$ cat src/rtl/hazard_sched_ctrl.sv
// Hazard scheduler for the 5-stage pipeline: load-use stalls, branch flushes,
// data-memory freezes and saturating stall/flush performance counters.
module hazard_sched_ctrl #(
  parameter int REG_ADDR        = 5,
  parameter int LU_STALL_CYCLES = 1,
  parameter int FLUSH_DEPTH     = 1,
  parameter int CNT_WIDTH       = 16
) (
  input  logic                 clk,
  input  logic                 rst,
  input  logic [REG_ADDR-1:0]  ifid_rs,
  input  logic [REG_ADDR-1:0]  ifid_rt,
  input  logic                 ifid_uses_rt,
  input  logic                 idex_mem_read,
  input  logic [REG_ADDR-1:0]  idex_rt,
  input  logic                 branch_taken,
  input  logic                 imem_wait,
  input  logic                 dmem_wait,
  input  logic                 cnt_clr,
  output logic                 pc_write_en,
  output logic                 ifid_stall,
  output logic                 ifid_flush,
  output logic                 idex_flush,
  output logic                 pipe_freeze,
  output logic [1:0]           state_o,
  output logic [CNT_WIDTH-1:0] stall_cycles,
  output logic [CNT_WIDTH-1:0] flush_events
);

  typedef enum logic [1:0] {
    RUN      = 2'd0,
    LU_STALL = 2'd1,
    BR_FLUSH = 2'd2,
    MEM_WAIT = 2'd3
  } state_t;

  localparam logic [1:0] LU_RELOAD = 2'(LU_STALL_CYCLES - 1);
  localparam logic [1:0] FL_RELOAD = 2'(FLUSH_DEPTH - 1);

  state_t     state, ret_state, state_nx, ret_nx, eff;
  logic [1:0] lu_cnt, fl_cnt, lu_nx, fl_nx;
  logic       load_use, br_acted;

  assign load_use = idex_mem_read && (idex_rt != '0) &&
                    ((idex_rt == ifid_rs) || (ifid_uses_rt && (idex_rt == ifid_rt)));
  assign br_acted = branch_taken && !dmem_wait;

  always_comb begin
    // On the release cycle of a memory wait, behave exactly as the saved state.
    eff         = (state == MEM_WAIT && !dmem_wait) ? ret_state : state;
    pc_write_en = 1'b1;
    ifid_stall  = 1'b0;
    ifid_flush  = 1'b0;
    idex_flush  = 1'b0;
    pipe_freeze = 1'b0;
    state_nx    = eff;
    ret_nx      = ret_state;
    lu_nx       = lu_cnt;
    fl_nx       = fl_cnt;
    if (dmem_wait) begin
      pc_write_en = 1'b0;
      ifid_stall  = 1'b1;
      pipe_freeze = 1'b1;
      state_nx    = MEM_WAIT;
      if (state != MEM_WAIT) ret_nx = state;
    end else if (branch_taken) begin
      ifid_flush = 1'b1;
      idex_flush = 1'b1;
      lu_nx      = 2'd0;
      if (FLUSH_DEPTH > 1) begin
        fl_nx    = FL_RELOAD;
        state_nx = BR_FLUSH;
      end else begin
        state_nx = RUN;
      end
    end else begin
      case (eff)
        LU_STALL: begin
          pc_write_en = 1'b0;
          ifid_stall  = 1'b1;
          idex_flush  = 1'b1;
          lu_nx       = lu_cnt - 2'd1;
          if (lu_cnt <= 2'd1) state_nx = RUN;
        end
        BR_FLUSH: begin
          ifid_flush = 1'b1;
          idex_flush = 1'b1;
          fl_nx      = fl_cnt - 2'd1;
          if (fl_cnt <= 2'd1) state_nx = RUN;
        end
        default: begin
          state_nx = RUN;
          if (load_use) begin
            pc_write_en = 1'b0;
            ifid_stall  = 1'b1;
            idex_flush  = 1'b1;
            if (LU_STALL_CYCLES > 1) begin
              lu_nx    = LU_RELOAD;
              state_nx = LU_STALL;
            end
          end else if (imem_wait) begin
            pc_write_en = 1'b0;
            ifid_flush  = 1'b1;
          end
        end
      endcase
    end
    if (rst) begin
      pc_write_en = 1'b0;
      ifid_stall  = 1'b0;
      ifid_flush  = 1'b1;
      idex_flush  = 1'b1;
      pipe_freeze = 1'b0;
    end
  end

  assign state_o = rst ? 2'd0 : state;

  always_ff @(posedge clk or posedge rst) begin
    if (rst) begin
      state        <= RUN;
      ret_state    <= RUN;
      lu_cnt       <= 2'd0;
      fl_cnt       <= 2'd0;
      stall_cycles <= '0;
      flush_events <= '0;
    end else begin
      state     <= state_nx;
      ret_state <= ret_nx;
      lu_cnt    <= lu_nx;
      fl_cnt    <= fl_nx;
      if (cnt_clr)
        stall_cycles <= '0;
      else if (!pc_write_en && (stall_cycles != '1))
        stall_cycles <= stall_cycles + 1'b1;
      if (cnt_clr)
        flush_events <= '0;
      else if (br_acted && (flush_events != '1))
        flush_events <= flush_events + 1'b1;
    end
  end

endmodule

$ cat config.mk
export PLATFORM = sky130hd
export DESIGN_NAME = hazard_sched_ctrl
export DESIGN_NICKNAME = d
export VERILOG_FILES = /design/src/rtl/hazard_sched_ctrl.sv
export SDC_FILE = /design/constraint.sdc
export NUM_CORES = 1
export LEC_CHECK = 0
export BUFFER_PORTS_ARGS = -buffer_cell sky130_fd_sc_hd__buf_2
export CORE_MARGIN = 8
export CORE_UTILIZATION = 50
export CTS_CLUSTER_DIAMETER = 200
export DETAILED_ROUTE_END_ITERATION = 10
export GPL_TIMING_DRIVEN = 0
export PLACE_DENSITY = 0.82
export SETUP_SLACK_MARGIN = 0.4
export SLEW_MARGIN = 20
export SYNTH_ARGS = -nofsm -noshare
export SYNTH_HDL_FRONTEND = slang
export SYNTH_SLANG_ARGS = --single-unit
$ cat constraint.sdc
create_clock -name clk -period 3.6 [get_ports clk]
set_clock_uncertainty 0.1 [all_clocks]
set_input_delay 0.36 -clock clk [delete_from_list [all_inputs] [get_ports clk]]
set_output_delay 0.36 -clock clk [all_outputs]
set_load 0.1 [all_outputs]
# Word level (Yosys, flattened, before mapping)

Index checks and enable logic that the tools add are counted.

Register bits: 40
Input bits: 23
Logic and storage cells: 76

$add $sub $neg: 4
Order comparisons: 2
Equal/unequal tests: 8
Multiplexer cells: 36
Bitwise operators: 2
Reduce and logical (&&, ||, !) cells: 18

Operators with widths:

| operator                                            | number |
|---|---|
| two-way mux 16 bit                                  | 4 |
| adder 16 x 1 -> 16 bit, second input constant       | 2 |
| inequality test 16 bit, second input constant       | 2 |
| two-way mux 1 bit                                   | 20 |
| two-way mux 2 bit                                   | 8 |
| equality test 5 bit                                 | 2 |
| logical AND 1 bit                                   | 7 |
| case mux 1 bit (2 select lines)                     | 3 |
| nonzero test 2 bit                                  | 3 |
| nonzero test 5 bit                                  | 1 |
| equality test 2 bit, second input constant          | 2 |
| <= comparator 2 x 1 -> 1 bit, second input constant | 2 |
| case mux 2 bit (2 select lines)                     | 1 |
| AND reduction 2 bit                                 | 2 |
| subtractor 2 x 1 -> 2 bit, second input constant    | 2 |
| AND reduction 3 bit                                 | 1 |
| equality test 2 x 1 -> 1 bit, second input constant | 1 |
| logical NOT 1 bit                                   | 2 |
| inequality test 2 bit, second input constant        | 1 |
| inverter 1 bit                                      | 2 |
| OR reduction 2 bit                                  | 1 |
| logical OR 1 bit                                    | 1 |

# Longest topological paths before layout

Gate-level depths: netlist (run 1).

Word-level depth: 13
Depth in mapped cells: 12

# Worst setup path before layout (run 1)

OpenSTA, ideal clock, no wires.

Kind: input to output
Start: input dmem_wait
End: output idex_flush
Data arrival time: 3.017 ns
Data required time: 3.140 ns
Setup slack: 0.123 ns
Stages: 4
Path buffers: 1
Cells stage by stage: clkbuf_2 clkinv_1 nor2_1 a21oi_1

Longest elaborated chain between the ends: 9
Elaborated cells between the ends (all ways): 10

Ends and longest elaborated chain:

| what                                                                       | line | RTL |
|---|---|---|
| start, declared                                                            | 18   | `input logic dmem_wait,` |
| logical NOT 1 bit                                                          | 50   | `eff = (state == MEM_WAIT && !dmem_wait) ? ret_state : state;` |
| logical AND 1 bit                                                          | 50   |  |
| two-way mux 2 bit                                                          | 50   |  |
| equality test 2 bit / equality test 2 x 1 -> 1 bit (equally long branches) | 77   | `case (eff)` |
| OR reduction 2 bit (no line)                                               | n/a  |  |
| two-way mux 1 bit                                                          | 77   |  |
| two-way mux 1 bit                                                          | 66   | `end else if (branch_taken) begin` |
| two-way mux 1 bit *                                                        | 60   | `if (dmem_wait) begin` |
| two-way mux 1 bit *                                                        | 108  | `if (rst) begin` |
| end, declared                                                              | 23   | `output logic idex_flush,` |

Mark *: on every way between the ends. The rest lies on a longest branch, timed or not.

# Worst setup path in the final report (run 1)

Start: register ret_state[0]
End: output pc_write_en

Longest elaborated chain between the ends: 6
Elaborated cells between the ends (all ways): 7

Ends and longest elaborated chain:

| what                                                                       | line | RTL |
|---|---|---|
| start, declared                                                            | 40   | `state_t state, ret_state, state_nx, ret_nx, eff;` |
| start signal, assigned                                                     | 129  | `ret_state <= ret_nx;` |
| two-way mux 2 bit *                                                        | 50   |  |
| equality test 2 bit / equality test 2 x 1 -> 1 bit (equally long branches) | 77   |  |
| case mux 1 bit (2 select lines) *                                          | 77   |  |
| two-way mux 1 bit *                                                        | 66   |  |
| two-way mux 1 bit *                                                        | 60   |  |
| two-way mux 1 bit *                                                        | 108  |  |
| end, declared                                                              | 20   | `output logic pc_write_en,` |

Marks and branches as above.

==> reports/metrics.cfg, run 1 <==
[sta]
period_needed_ps = 3120
hold_viol_final = 0
setup_tns_ps = 0
setup_viol = 0
relSlewSlack = 0.574
rsz0062_at_grt = false
drv_slew = 0
worst_slew_pin_slew_ps = 634
fmax_mhz = 321
whs_ps = 73.9
fin_crit_sh = 0.866

[worst_setup_path]
path_delay_family = compound AO/OA/AOI/OAI gates
path_cells = o31ai_4, inv_2, ha_4, nor2b_4, nand3_1, a311oi_4, buf_6, buf_4, or2_2, buf_12
timing_worst_setup_path_type = flip-flop to output pin
cp.required_ps = 3140
worstPathMaxFanout = 10
crit_buf_inv = 4
slowest_delay_ps = 420
reg2reg_depth = 10
critical_path.startpoint_type = flip-flop
slowest_stage = dfrtp_1
cp_data_arrival_time_ps = 2660
endpoint_kind = output pin
cp.depth = 10

[placed_design]
port_buffers = 60
dp.cells = 418
dp_hpwl_microns = 5040
placed_area_sq_um = 2990
routabilityCongestion = 0.889

[clock_tree]
cts_tree = done
clockRootBuffer = clkbuf_8
clock-sinks = 40
cts.clk_slew.worst_paths_ps = 90
cts_max_level = 2
clk_latency_ps = 300
clockBufferDepth = 2
ctsHoldBuffers = 0
cts_buffers = 5

[status]
status = completed

[floorplanning]
core_area_sq_um = 5040
ioPinCount = 62
start_util = 0.508
rows = 26
die_w_microns = 87.6
die_h_microns = 87.6
dieArea_sq_um = 7670

[logic_synthesis]
synth-async-reset-ratio = 1.00
yosysWarningCount = 0
synthCells = 287
synth.avg_cell_area_sq_um = 8.93
synth_edf_count = 0
yosysUniqueCellTypes = 46
synth_area_sq_um = 2560
synth.yosys.seq_area_share = 0.391
syn_nets = 316
ys.flop_type = dfrtp_1
synth_seq_cells = 40

[finish]
stdcell_count = 430
fillers = 426
drive_above_1_share = 0.292
stdcell_area_sq_um = 3220
finalNetCount = 388
num_antenna_cells = 0
area_growth_pct = 25.7

[route]
drc = 0
drt_iter0_drc = 186
wl_met3_microns = 438
met1_length_microns = 3030
via_per_inst = 5.85
wl_per_cell_microns = 16.3
wl_microns = 7020
ant_nets = 0
route.met2.wl_microns = 3450
routed.top_layer = met4
drtPass1Iterations = 4
vias = 2515

[run]
maxCapViolations = 0

[global_route]
grt_usage = 0.182
grt_max_degree = 23
antenna_found_initial = 0
overflow = 0
grt_pass1_vias = 2457
grt_pass1_wl_microns = 11200

[min_path]
min_path_type = primary input to async pin

[power]
totalPowerFinal_mw = 1.19
leakage_nw = 1.44
ir_drop_v = 0.000164
p_per_area_nw_per_um2 = 370

==> cells by family after synthesis <==
kind of cell	share of synthesized area
and+or+nand+nor	0.294
AOI/OAI and AO/OA	0.140
DFF	0.391
buffers and inverters	0.0386
xor gates and xnor gates	0.0684
muxes	0.0391
adders and majority gates	0.0293
==> metal layers <==
| metal | up-vias | track usage |
|---|---|---|
| met1 | 1210 | 0.222 |
| met2 | 106 | 0.308 |
| li1 | 1189 | - |
| met4 | 0 | 0.0719 |
| met3 | 10 | 0.0328 |
| met5 | - | 0 |
==> metrics by stage <==
step / util / setup slack [ps]
floorplan: - / 337
global placement: 0.587 / -252
detailed placement: 0.592 / -52.8
CTS: 0.635 / 417
global route: 0.639 / 400
finish: 0.639 / 484
==> what timing repair did <==
action                                  CTS  global route
pin swaps                                 1             2
endpoints found under the hold margin     0             0
endpoints found under the setup margin    1             1
setup buffers                             3             1
resized for setup                        12             2
==> state kept, by name, indices dropped and copies added, names as in the netlist <==
register,cells
flush_events,16
ret_state,2
fl_cnt,2
stall_cycles,16
state,2
lu_cnt,2
==> placed cells by master, fill, tap and decap left out, drive strengths merged, types with 3 or more instances in the layout <==
| cell type | netlist | layout |
|---|---|---|
| nor3 | 8 | 8 |
| dfrtp | 40 | 40 |
| o22ai | 3 | 3 |
| a21oi | 15 | 15 |
| nand4 | 9 | 9 |
| o2111ai | 3 | 3 |
| inv | 8 | 8 |
| nor2 | 40 | 40 |
| or3 | 3 | 3 |
| ha | 6 | 6 |
| or4 | 10 | 10 |
| mux2 | 8 | 8 |
| nor4 | 10 | 10 |
| nor2b | 9 | 9 |
| o21ai | 13 | 13 |
| nand2 | 19 | 19 |
| nand2b | 6 | 6 |
| xnor2 | 7 | 7 |
| clkbuf | 8 | 15 |
| and3 | 3 | 3 |
| o31ai | 10 | 10 |
| nand3 | 14 | 14 |
| xor2 | 13 | 13 |
| a31o | 3 | 3 |
| buf | 4 | 69 |
==> report_power, final <==
group,switching (mW),internal (mW)
Clock,0.165,0.245
Combinational,0.193,0.0900
Sequential,0.0248,0.474
==> layout make-up <==
type	count	area [sq um]	area share
Clock buffer	7	96.3	0.0299
Multi-Input combinational cell	226	1530	0.475
Timing Repair Buffer	65	373	0.116
Tap cell	70	87.6	0.0272
Buffer	12	68.8	0.0214
Inverter	9	33.8	0.0105
Clock inverter	1	30.0	0.00932
Sequential cell	40	1000	0.311
==> cell usage after synthesis, types with 5 or more instances <==
cell type | count | area (sq um)
xor2_1 | 13 | 114
nor2_1 | 40 | 150
or4_1 | 10 | 75.1
nand4_1 | 9 | 56.3
ha_1 | 6 | 75.1
o21ai_0 | 12 | 60.1
inv_1 | 8 | 30.0
nand2_1 | 19 | 71.3
nand2b_1 | 6 | 37.5
dfrtp_1 | 40 | 1000
nor3_1 | 7 | 35.0
nand3_1 | 13 | 65.1
clkbuf_1 | 7 | 26.3
mux2_2 | 5 | 56.3
o31ai_1 | 10 | 75.1
nor4_1 | 7 | 43.8
nor2b_1 | 9 | 56.3
a21oi_1 | 15 | 75.1
xnor2_1 | 7 | 61.3
==> worst paths after layout <==
kind                                          start                           to  slack [ps]
max in group asynchronous                       rst  flush_events[2]$_DFFE_PP0P_        2840
min in group clk                       branch_taken        lu_cnt[1]$_DFFE_PP0P_         250
min reg2reg                   fl_cnt[0]$_DFFE_PP0P_        fl_cnt[0]$_DFFE_PP0P_         400
max reg2reg                ret_state[0]$_DFFE_PP0P_  stall_cycles[8]$_DFFE_PP0P_         890
max                        ret_state[0]$_DFFE_PP0P_                  pc_write_en         480
min                                             rst  stall_cycles[8]$_DFFE_PP0P_          70
==> worst register-to-register path: cells and delay by family, from the launching register on <==
kind,cells,cell delay (ps)
flip-flops,1,420
buffers and inverters,4,440
multiplexers,1,390
adder cells (fa/ha/maj),1,290
AND/OR/NAND/NOR,1,350
AO/OA/AOI/OAI,3,630
Power figures use the tool's default switching activity.
==> run 2: changes to the inputs <==
==> constraint.sdc (replaced) <==
create_clock -name clk -period 3.6 [get_ports clk]
set_clock_uncertainty 0.1 [all_clocks]
set_input_delay 0.18 -clock clk [delete_from_list [all_inputs] [get_ports clk]]
set_output_delay 0.18 -clock clk [all_outputs]
set_load 0.1 [all_outputs]
==> reports/metrics.cfg, run 2 (synthesis results as in run 1) <==
[global_route]
grt_max_degree = 28
grt_pass1_wl_microns = 10900
overflow = 0
grt_usage = 0.174
antenna_found_initial = 0
grt_pass1_vias = 2468

[power]
pwr-share-seq = 0.455
p_per_area_nw_per_um2 = 344
intPower_mw = 0.717
p_sw_mw = 0.378
p_comb_frac = 0.252
totalPowerFinal_mw = 1.09
pwr-share-clk = 0.293
leakage_nw = 1.43
swShare = 0.345
ir_drop_v = 0.000202

[sta]
hold_viol_final = 0
relSlewSlack = 0.591
setup_viol = 0
period_needed_ps = 2970
fmax_mhz = 336
fin_crit_sh = 0.826
worst_slew_pin_slew_ps = 609
layout_setup_ws_ps = 626
whs_ps = 83.5
setup_tns_ps = 0
rsz0062_at_grt = false
drv_slew = 0

[clock_tree]
clockRootBuffer = clkbuf_8
cts_max_level = 2
clk_latency_ps = 290
cts_tree = done
cts_buffers = 5
cts.clk_slew.worst_paths_ps = 80
clock-sinks = 40
clockBufferDepth = 2

[floorplanning]
die_w_microns = 87.6
start_util = 0.508
ioPinCount = 62
rows = 26
dieArea_sq_um = 7670
die_h_microns = 87.6
core_area_sq_um = 5040

[route]
vias = 2463
wl_microns = 6560
via_per_inst = 5.70
drtPass1Iterations = 4
wl_per_cell_microns = 15.2
drc = 0
drt_iter0_drc = 137
ant_nets = 0

[worst_setup_path]
timing_worst_setup_path_type = flip-flop to output pin
cp_data_arrival_time_ps = 2690
worstPathMaxFanout = 10
reg2reg_depth = 11
r2r_start = state[1]$_DFF_PP0_
cp.required_ps = 3320
crit_path_frequent_cell = inv_1
crit_buf_inv = 5
critical_path.startpoint_type = flip-flop
path_delay_family = buffers and inverters
path_cells = inv_1, o31ai_4, inv_1, ha_4, nor2b_2, nand3_1, a221oi_4, buf_6, buf_4, or2_2, buf_12
rr_endpoint = stall_cycles[13]$_DFFE_PP0P_
r2r_setup_slack_ps = 750
cp.depth = 11
slowest_stage = dfrtp_1
endpoint_kind = output pin
critPathLaunch = state[1]$_DFF_PP0_
slowest_delay_ps = 370
endpoint = pc_write_en

[finish]
finalNetCount = 390
num_antenna_cells = 0
stdcell_area_sq_um = 3180
fillers = 418
drive_above_1_share = 0.279
final_util = 0.631
mostFrequentLayoutCell = buf_2
final_cell_mix = buf_2 (59), nor2_1 (40), dfrtp_1 (40)
stdcell_count = 432
largestRegisters = flush_events (16), stall_cycles (16)
area_growth_pct = 24.2

[placed_design]
routabilityCongestion = 0.883
pre_cts_ws_ps = 224
placed_area_sq_um = 2970
port_buffers = 60
dp_hpwl_microns = 4790
dp.cells = 418

[run]
maxCapViolations = 0

[status]
status = completed

[min_path]
min_path_type = primary input to flip-flop

## run 2: cell type report
class | count | area, sq um | share of cell area
Tap cell | 70 | 87.6 | 0.0275
Clock inverter | 1 | 7.51 | 0.00236
Multi-Input combinational cell | 226 | 1510 | 0.476
Timing Repair Buffer | 67 | 383 | 0.120
Inverter | 9 | 33.8 | 0.0106
Clock buffer | 7 | 86.3 | 0.0271
Sequential cell | 40 | 1000 | 0.315
Buffer | 12 | 68.8 | 0.0216
## run 2: how the worst min path moves through the flow
stage / startpoint / endpoint / depth (start not counted)
after floorplan: branch_taken / lu_cnt[1]$_DFFE_PP0P_ / 1
after global placement: fl_cnt[0]$_DFFE_PP0P_ / fl_cnt[0]$_DFFE_PP0P_ / 1
after detailed placement: rst / state[0]$_DFF_PP0_ / 2
after CTS: branch_taken / lu_cnt[1]$_DFFE_PP0P_ / 2
after global routing: branch_taken / lu_cnt[1]$_DFFE_PP0P_ / 2
final: branch_taken / lu_cnt[1]$_DFFE_PP0P_ / 2
## run 2: timing repair
action,CTS,global route
endpoints found under the setup margin,1,1
endpoints found under the hold margin,13,0
hold buffers,1,0
setup buffers,1,4
pin swaps,1,1
gates resized for setup,7,4
## run 2: per-layer routing
layer	wire, microns	up-vias	global-route usage
li1	-	1190	-
met1	2840	1184	0.206
met2	3280	80	0.299
met3	345	9	0.0347
met4	91	0	0.0766
met5	0	-	0
## run 2: worst register-to-register path: stages (launching register included)
cell	delay [ps]
dfrtp_1	370
inv_1	90
o31ai_4	270
inv_1	120
ha_4	290
inv_1	50
a21oi_1	260
a311oi_4	160
buf_6	150
buf_4	160
nor4_1	370
mux2_2	380
## run 2: power by group through the flow
stage          Sequential, mW  Clock, mW  Combinational (mW)
3_5_place_dp            0.504          0               0.259
5_1_grt                 0.501      0.341               0.300
4_1_cts                 0.496      0.330               0.268
6_report                0.498      0.321               0.276
2_1_floorplan           0.537          0               0.160
3_3_place_gp            0.503          0               0.246
